[config.mk]
export PLATFORM = sky130hd
export DESIGN_NAME = reorder_buffer
export DESIGN_NICKNAME = d
export VERILOG_FILES = /design/src/rtl/reorder_buffer.sv
export SDC_FILE = /design/constraint.sdc
export NUM_CORES = 1
export LEC_CHECK = 0
export ABC_AREA = 1
export BUFFER_PORTS_ARGS = -buffer_cell sky130_fd_sc_hd__buf_2
export CELL_PAD_IN_SITES_DETAIL_PLACEMENT = 1
export CELL_PAD_IN_SITES_GLOBAL_PLACEMENT = 1
export CORE_MARGIN = 2
export CORE_UTILIZATION = 48
export CTS_CLUSTER_DIAMETER = 60
export DETAILED_ROUTE_END_ITERATION = 6
export PLACE_DENSITY = 0.81
export SYNTH_ARGS = -nofsm -noshare
export SYNTH_HDL_FRONTEND = slang
export SYNTH_SLANG_ARGS = --single-unit
export TNS_END_PERCENT = 5
[constraint.sdc]
create_clock -name clk_in -period 4.35 [get_ports clk_in]
set_clock_uncertainty 0.1 [all_clocks]
set_input_delay 0.435 -clock clk_in [delete_from_list [all_inputs] [get_ports clk_in]]
set_output_delay 0.435 -clock clk_in [all_outputs]
set_load 0.01 [all_outputs]
[src/rtl/reorder_buffer.sv]
// In-order retirement buffer: circular queue of issued instructions, result capture
// from the writeback bus, program-order commit and combinational operand lookups.
module reorder_buffer #(
  parameter int ROB_WIDTH_BIT = 3
) (
  input  logic                     clk_in,
  input  logic                     rst_in,
  input  logic                     rdy_in,
  input  logic                     issue_valid,
  input  logic [1:0]               issue_type,
  input  logic [4:0]               issue_rd,
  input  logic                     issue_pred_taken,
  input  logic [31:0]              issue_alt_pc,
  output logic [ROB_WIDTH_BIT-1:0] issue_rob_id,
  output logic                     full,
  input  logic                     wb_valid,
  input  logic [ROB_WIDTH_BIT-1:0] wb_rob_id,
  input  logic [31:0]              wb_val,
  input  logic                     wb_taken,
  output logic [4:0]               set_reg_id,
  output logic [31:0]              set_val,
  output logic [ROB_WIDTH_BIT-1:0] set_reg_on_rob_id,
  output logic                     store_commit,
  output logic [ROB_WIDTH_BIT-1:0] store_rob_id,
  output logic                     rob_clear,
  output logic [31:0]              clear_pc,
  input  logic [ROB_WIDTH_BIT-1:0] get_rob_id1,
  input  logic [ROB_WIDTH_BIT-1:0] get_rob_id2,
  output logic                     rob_value1_ready,
  output logic                     rob_value2_ready,
  output logic [31:0]              rob_value1,
  output logic [31:0]              rob_value2
);
  localparam int DEPTH = 2 ** ROB_WIDTH_BIT;
  localparam logic [1:0] T_REG    = 2'd0;
  localparam logic [1:0] T_BRANCH = 2'd1;
  localparam logic [1:0] T_STORE  = 2'd2;
  localparam logic [ROB_WIDTH_BIT:0]   CNT_ONE  = (ROB_WIDTH_BIT+1)'(1);
  localparam logic [ROB_WIDTH_BIT:0]   CNT_FULL = (ROB_WIDTH_BIT+1)'(DEPTH);
  localparam logic [ROB_WIDTH_BIT-1:0] PTR_ONE  = ROB_WIDTH_BIT'(1);

  logic [ROB_WIDTH_BIT-1:0] head_q, tail_q;
  logic [ROB_WIDTH_BIT:0]   count_q, count_d;
  logic                     full_q;
  logic [DEPTH-1:0]         busy_q, ready_q;

  logic [1:0]  type_q  [DEPTH];
  logic [4:0]  rd_q    [DEPTH];
  logic [31:0] val_q   [DEPTH];
  logic [31:0] alt_q   [DEPTH];
  logic        pred_q  [DEPTH];
  logic        taken_q [DEPTH];

  logic [4:0]               set_reg_id_q;
  logic [31:0]              set_val_q, clear_pc_q;
  logic [ROB_WIDTH_BIT-1:0] set_rob_q, store_rob_q;
  logic                     store_commit_q, rob_clear_q;

  logic issue_acc, wb_acc, commit;

  // Nothing is accepted during the flush cycle; the queue is emptied at its end.
  assign issue_acc = issue_valid && !full_q && !rob_clear_q;
  assign wb_acc    = wb_valid && busy_q[wb_rob_id] && !rob_clear_q;
  assign commit    = (count_q != '0) && busy_q[head_q] && ready_q[head_q] && !rob_clear_q;

  always_comb begin
    count_d = count_q;
    if (issue_acc && !commit)
      count_d = count_q + CNT_ONE;
    else if (!issue_acc && commit)
      count_d = count_q - CNT_ONE;
  end

  always_ff @(posedge clk_in or posedge rst_in) begin
    if (rst_in) begin
      head_q         <= '0;
      tail_q         <= '0;
      count_q        <= '0;
      full_q         <= 1'b0;
      busy_q         <= '0;
      ready_q        <= '0;
      set_reg_id_q   <= '0;
      set_val_q      <= '0;
      set_rob_q      <= '0;
      store_commit_q <= 1'b0;
      store_rob_q    <= '0;
      rob_clear_q    <= 1'b0;
      clear_pc_q     <= '0;
    end else if (rdy_in) begin
      set_reg_id_q   <= '0;
      store_commit_q <= 1'b0;
      rob_clear_q    <= 1'b0;
      if (rob_clear_q) begin
        head_q  <= '0;
        tail_q  <= '0;
        count_q <= '0;
        full_q  <= 1'b0;
        busy_q  <= '0;
        ready_q <= '0;
      end else begin
        if (wb_acc)
          ready_q[wb_rob_id] <= 1'b1;
        if (issue_acc) begin
          busy_q[tail_q]  <= 1'b1;
          ready_q[tail_q] <= 1'b0;
          tail_q          <= tail_q + PTR_ONE;
        end
        if (commit) begin
          busy_q[head_q] <= 1'b0;
          head_q         <= head_q + PTR_ONE;
          case (type_q[head_q])
            T_BRANCH: begin
              if (taken_q[head_q] != pred_q[head_q]) begin
                rob_clear_q <= 1'b1;
                clear_pc_q  <= alt_q[head_q];
              end
            end
            T_STORE: begin
              store_commit_q <= 1'b1;
              store_rob_q    <= head_q;
            end
            default: begin
              set_reg_id_q <= rd_q[head_q];
              set_val_q    <= val_q[head_q];
              set_rob_q    <= head_q;
            end
          endcase
        end
        count_q <= count_d;
        full_q  <= (count_d == CNT_FULL);
      end
    end
  end

  // Type 3 is folded into a REG entry with no destination at allocation time.
  always_ff @(posedge clk_in) begin
    if (rdy_in) begin
      if (issue_acc) begin
        type_q[tail_q] <= (issue_type == 2'd3) ? T_REG : issue_type;
        rd_q[tail_q]   <= (issue_type == 2'd3) ? 5'd0 : issue_rd;
        pred_q[tail_q] <= issue_pred_taken;
        alt_q[tail_q]  <= issue_alt_pc;
      end
      if (wb_acc) begin
        val_q[wb_rob_id]   <= wb_val;
        taken_q[wb_rob_id] <= wb_taken;
      end
    end
  end

  assign rob_value1_ready = (busy_q[get_rob_id1] && ready_q[get_rob_id1]) ||
                            (wb_valid && wb_rob_id == get_rob_id1);
  assign rob_value2_ready = (busy_q[get_rob_id2] && ready_q[get_rob_id2]) ||
                            (wb_valid && wb_rob_id == get_rob_id2);
  assign rob_value1 = (wb_valid && wb_rob_id == get_rob_id1) ? wb_val : val_q[get_rob_id1];
  assign rob_value2 = (wb_valid && wb_rob_id == get_rob_id2) ? wb_val : val_q[get_rob_id2];

  assign issue_rob_id      = tail_q;
  assign full              = full_q;
  assign set_reg_id        = set_reg_id_q;
  assign set_val           = set_val_q;
  assign set_reg_on_rob_id = set_rob_q;
  assign store_commit      = store_commit_q;
  assign store_rob_id      = store_rob_q;
  assign rob_clear         = rob_clear_q;
  assign clear_pc          = clear_pc_q;
endmodule
# Word level (Yosys, flattened, before mapping)

Memory sizes are Yosys's and may differ from the RTL's. A register that Yosys moved wholly into a read port is not among the register bits.
Cells that the tools add are included.

Eq/ne operators: 7
Reduce and logical (&&, ||, !) cells: 31
$add $sub $neg: 4
Mux-type cells: 58
Bitwise operators: 8
Magnitude comparators: 8

Operators by type and width:

| kind                | count |
|---|---|
| $mux 8              | 10 |
| $mux 32             | 2 |
| $mux 1              | 24 |
| $bmux 1 s3          | 7 |
| $lt 3x4->1 const B  | 5 |
| $mux 5              | 4 |
| $and 8x8->8         | 2 |
| $logic_and 1x1->1   | 16 |
| $not 8->8           | 2 |
| $or 8x8->8          | 2 |
| $mux 3              | 4 |
| $mux 4              | 3 |
| $demux 1 s3         | 3 |
| $ge 3x1->1 const B  | 3 |
| $reduce_and 4->1    | 2 |
| $add 3x1->3 const B | 2 |
| $eq 3x3->1          | 2 |
| $reduce_and 5->1    | 1 |
| $add 4x1->4 const B | 1 |
| $eq 2x2->1 const B  | 2 |
| $eq 4x4->1 const B  | 1 |
| $logic_not 1->1     | 4 |
| $reduce_and 2->1    | 2 |
| $reduce_bool 2->1   | 2 |
| other kinds (8)     | 10 |

Logic and storage cells: 133
Register bits after elaboration: 40
Input bits: 87
Memories: 6
Output and inout bits: 147
Memory bits (writable): 584

Memory list:

| name    | depth | bits a word | read ports | clocked after memory_dff | wr ports | RTL line | RTL |
|---|---|---|---|---|---|---|---|
| alt_q   | 8     | 32          | 1          | 1                        | 1        | 50       | `logic [31:0] alt_q [DEPTH];` |
| val_q   | 8     | 32          | 3          | 1                        | 1        | 49       | `logic [31:0] val_q [DEPTH];` |
| rd_q    | 8     | 5           | 1          | 0                        | 1        | 48       | `logic [4:0] rd_q [DEPTH];` |
| type_q  | 8     | 2           | 1          | 0                        | 1        | 47       | `logic [1:0] type_q [DEPTH];` |
| pred_q  | 8     | 1           | 1          | 0                        | 1        | 51       | `logic pred_q [DEPTH];` |
| taken_q | 8     | 1           | 1          | 0                        | 1        | 52       | `logic taken_q [DEPTH];` |

# Longest topological paths before layout

Word-level depth: 11
Mapped depth: 17
Depth with buffers taken out: 15

# Worst setup path after synthesis

No wires, ideal clock.

Path type: input-to-reg
From: input wb_rob_id[2]
To: memory taken_q[6], enable pin
Path buffers: 1
Library setup time: 465 ps
Data required time: 3785 ps
Slack: 206 ps
Arrival: 3579 ps
Stages: 8
Cell sequence: inv_1 > nand3_1 > o22ai_1 > nor2_1 > o2111ai_1 > nand2_1 > clkbuf_1 > nor3_1

Cells in the longest elaborated chain, start to end: 7

Ends and longest elaborated chain:

| what                           | RTL line | RTL |
|---|---|---|
| start: declaration             | 17       | `input logic [ROB_WIDTH_BIT-1:0] wb_rob_id,` |
| $bmux 1 s3                     | 63       | `assign wb_acc = wb_valid && busy_q[wb_rob_id] && !rob_clear_q;` |
| $mux 1 (not written as such)   | 63       |  |
| $logic_and 1x1->1 (2 in a row) | 63       |  |
| $mux 1                         | 144      | `if (wb_acc) begin` |
| $mux 1                         | 137      | `if (rdy_in) begin` |
| $mux 1 (not written as such)   | 146      | `taken_q[wb_rob_id] <= wb_taken;` |
| end: declaration               | 52       |  |

Parallel ways exist; a longest one is shown, timed or not. The select of a mux whose other input is x is not followed.

# Final worst setup path

From: register head_q[0]
To: register clear_pc_q[17], in the netlist clear_pc[17] (read register of alt_q)

Cells in the longest elaborated chain, start to end: 6
Elaborated cells between the ends (all ways): 13
Those cells by class: eq/ne (2); mux (4); reduce/logical (4); memory (3)

Ends and longest elaborated chain:

| what                              | RTL line | RTL |
|---|---|---|
| start: declaration                | 42       | `logic [ROB_WIDTH_BIT-1:0] head_q, tail_q;` |
| start signal: assignment          | 110      | `head_q <= head_q + PTR_ONE;` |
| $bmux 1 s3                        | 64       | `assign commit = (count_q != '0) && busy_q[head_q] && ready_q[head_q] && !rob_clear_q;` |
| $mux 1 (not written as such)      | 64       |  |
| $logic_and 1x1->1 (3 in a row)    | 64       |  |
| $reduce_and 5->1 (no source line) | --       |  |
| end: declaration                  | 55       | `logic [31:0] set_val_q, clear_pc_q;` |

Parallel ways exist; a longest one is shown, timed or not. The select of a mux whose other input is x is not followed.
A chain may end at the register's enable or synchronous reset.

==> flow_summary.ini <==
[worst_setup_path]
path_class = reg2reg
cp_max_fo = 32
worstSetupEndpointType = flip-flop
start_kind = flip-flop
arrival_ns = 4.59
worstPathRequired_ns = 4.81

[route]
first_pass_iters = 5
vias_per_cell = 6.43
drtAntennaViolNets = 0
vias = 25622
avgRoutedWirePerCell_um = 28.4
drc = 0
drt-total-wl_mm = 113
drt_iter0_drc = 2780

[outcome]
outcome = completed

[global_route]
grt_pass1_wl_mm = 168
grt-ovfl-total = 0
grt_max_degree = 257
antenna_found_initial = 5
grt_pass1_vias = 27048
grt_usage = 0.337

[power_and_ir_drop]
peakVddDrop_uv = 428
total_power_uw = 19900
p_leak_uw = 0.0136
p_per_area_mw_per_mm2 = 555

[cells_and_area]
fin_cells = 3984
seq_area_mm2 = 0.0201
synthToLayoutAreaGrowth_pct = 16.6
drive_above_1_share = 0.146
multiInputGateArea_mm2 = 0.00919
final_net_count = 3166
nFillCells = 6669

[synth]
yosysUniqueCellTypes = 46
yosys_register_bits = 688
yosys_warnings = 0
synth_edf_count = 584
synthFlopType = edfxtp_1
synth.area.top_cells = edfxtp_1 (57%), dfrtp_1 (8.4%), o21ai_0 (6.7%)
ys_seq_area_frac = 0.653
netlist_area_mm2 = 0.0308
async_flop_share = 0.151
synthCells = 2848
syn_avg_cell_area_um2 = 10.8
yosys.area.top_type = edfxtp_1
syn_nets = 2942
synth_top_cell_area_share = 0.569

[timing]
post-route-period-util = 0.949
fmax_ghz = 0.242
setup_ws_ns = 0.221
relSlewSlack = 0.0968
slew_violations = 0
timing.final.crit_period_ns = 4.13
hold_slack_ns = 0.0137
setup_viol = 0
tightest_slew_ns = 1.35
rsz0062_at_grt = false
tns_ns = 0
finalHoldViolations = 0

[placed_design]
place_congestion = 0.900
io_buffers = 233
placed_cells = 3789
dp_slack_ns = 0.316
hpwl_mm = 67.2

[floorplanning]
core_mm2 = 0.0633
rows = 92
fp.dieH_um = 257
die_w_um = 257
ioPinCount = 234
initial_core_util = 0.487
die-area_mm2 = 0.0663

[cts]
clk-insertion-delay-late_ns = 0.66
htree_levels = 3
numCtsBuffers = 75
cts_tree = built
cts_buffer_depth = 3
path_clk_slew_ns = 0.06
postCtsSetupBuffers = 0
root_buffer = clkbuf_16
cts.sinks = 688

[flow_run]
cap_violations = 0

[hold_path]
hold_class = in2reg
metal layers:
layer / track usage / up-vias / share of wire
li1: - / 10861 / -
met1: 0.412 / 12893 / 0.37
met2: 0.568 / 1457 / 0.49
met3: 0.0714 / 407 / 0.091
met4: 0.167 / 4 / 0.050
met5: 0 / - / 0.00025
layout by cell type (no fill, tap or decap), drive strengths merged, types with 25 or more instances in the layout:
master,instances
a21oi,270
a221oi,57
a22oi,68
buf,297
clkbuf,98
clkinv,32
dfrtp,104
dlygate4sd3,52
edfxtp,584
inv,240
nand2,479
nand3,51
nand4,40
nor2,111
o2111ai,25
o211ai,25
o21ai,431
o221ai,48
o22ai,37
flip-flops by register name, summed over array words and instances (netlist names):
name,cells
alt_q,256
val_q,256
rd_q,40
clear_pc,32
set_val,32
type_q,16
busy_q,8
pred_q,8
ready_q,8
taken_q,8
set_reg_id,5
count_q,4
head_q,3
issue_rob_id,3
set_reg_on_rob_id,3
store_rob_id,3
full,1
rob_clear,1
store_commit,1
logic make-up after synthesis:
kind of cell / synth area share
AOI/OAI and AO/OA: 0.192
and+or+nand+nor: 0.0928
DFF: 0.653
buffers and inverters: 0.0546
xor gates and xnor gates: 0.00252
muxes: 0.00227
adders and majority gates: 0.00284
path summary, 6_finish.rpt:
| kind | from | to | slack (ns) | depth (start not counted) |
|---|---|---|---|---|
| min in group asynchronous | rst_in | set_val[12]$_DFFE_PP0P_ | 0.42 | 3 |
| worst min-delay path | wb_val[14] | val_q[1][14]$_DFFE_PP_ | 0.01 | 1 |
| worst max-delay path | head_q[0]$_DFFE_PP0P_ | clear_pc[17]$_DFFE_PP0P_ | 0.22 | 12 |
| max in group asynchronous | rst_in | set_val[31]$_DFFE_PP0P_ | 2.73 | 4 |
| worst min register to register | set_val[26]$_DFFE_PP0P_ | set_val[26]$_DFFE_PP0P_ | 0.38 | 2 |
| worst max register to register | head_q[0]$_DFFE_PP0P_ | clear_pc[17]$_DFFE_PP0P_ | 0.22 | 12 |
final cells by class:
type                       count  area share
antenna                        6    0.000418
clock buffer                  98      0.0560
clock inverter                39      0.0115
inverter                     236      0.0249
multi-input combinational   1722       0.256
sequential                   688       0.560
tap                          846      0.0294
timing repair buffer         349      0.0618
power by group:
| part | switching [uW] | total, uW | internal, uW |
|---|---|---|---|
| combinational | 3820 | 5390 | 1560 |
| sequential | 489 | 8270 | 7780 |
| clock | 2770 | 6280 | 3510 |
| total | 7080 | 19900 | 12900 |
Yosys cell counts, types with 2 or more instances:
master and n:
a22oi_1 68, nand2_2 4, o211ai_1 25, xnor2_1 3, o2111ai_1 25, nor4_1 3, nor3_1 13, edfxtp_1 584
inv_2 8, a22o_1 18, buf_4 2, nor2_2 3, buf_1 25, nor2_4 2, nand4_1 40, o21ai_0 410
ha_1 7, xor2_1 4, buf_2 20, o22ai_1 37, clkbuf_1 153, a21oi_1 269, o221ai_1 48, inv_1 227
o2bb2ai_1 3, o41ai_1 2, nor2_1 106, nand3_1 50, mux2i_1 7, o311ai_0 8, a21o_1 2, a221oi_1 57
dfrtp_1 104, o21ai_1 21, a31oi_1 2, nand2_1 474, o21a_1 4, or2_2 2
stage by stage:
step,utilization,instance area (um2)
after floorplan,-,30800
after global placement,0.521,33000
after detailed placement,0.521,33000
after CTS,0.567,35900
after global routing,0.568,35900
final,0.568,35900
what timing repair did:
item / in CTS / in global routing
gates resized for setup: 0 / 2
hold endpoints to repair: 454 / 0
hold buffers: 52 / 0
setup endpoints to repair: 0 / 2
worst max-delay path: stages (launching register included):
cell	delay [ns]
dfrtp_1	0.80
inv_2	0.28
nand2_4	0.22
clkinv_2	0.41
a22o_1	0.36
a221oi_1	0.20
nand4_1	0.19
inv_1	0.13
ha_1	0.20
nand2_2	0.10
nor2_4	0.72
nand2_1	0.15
nand2_1	0.15
Note: power is estimated with default switching activity, not from simulation.
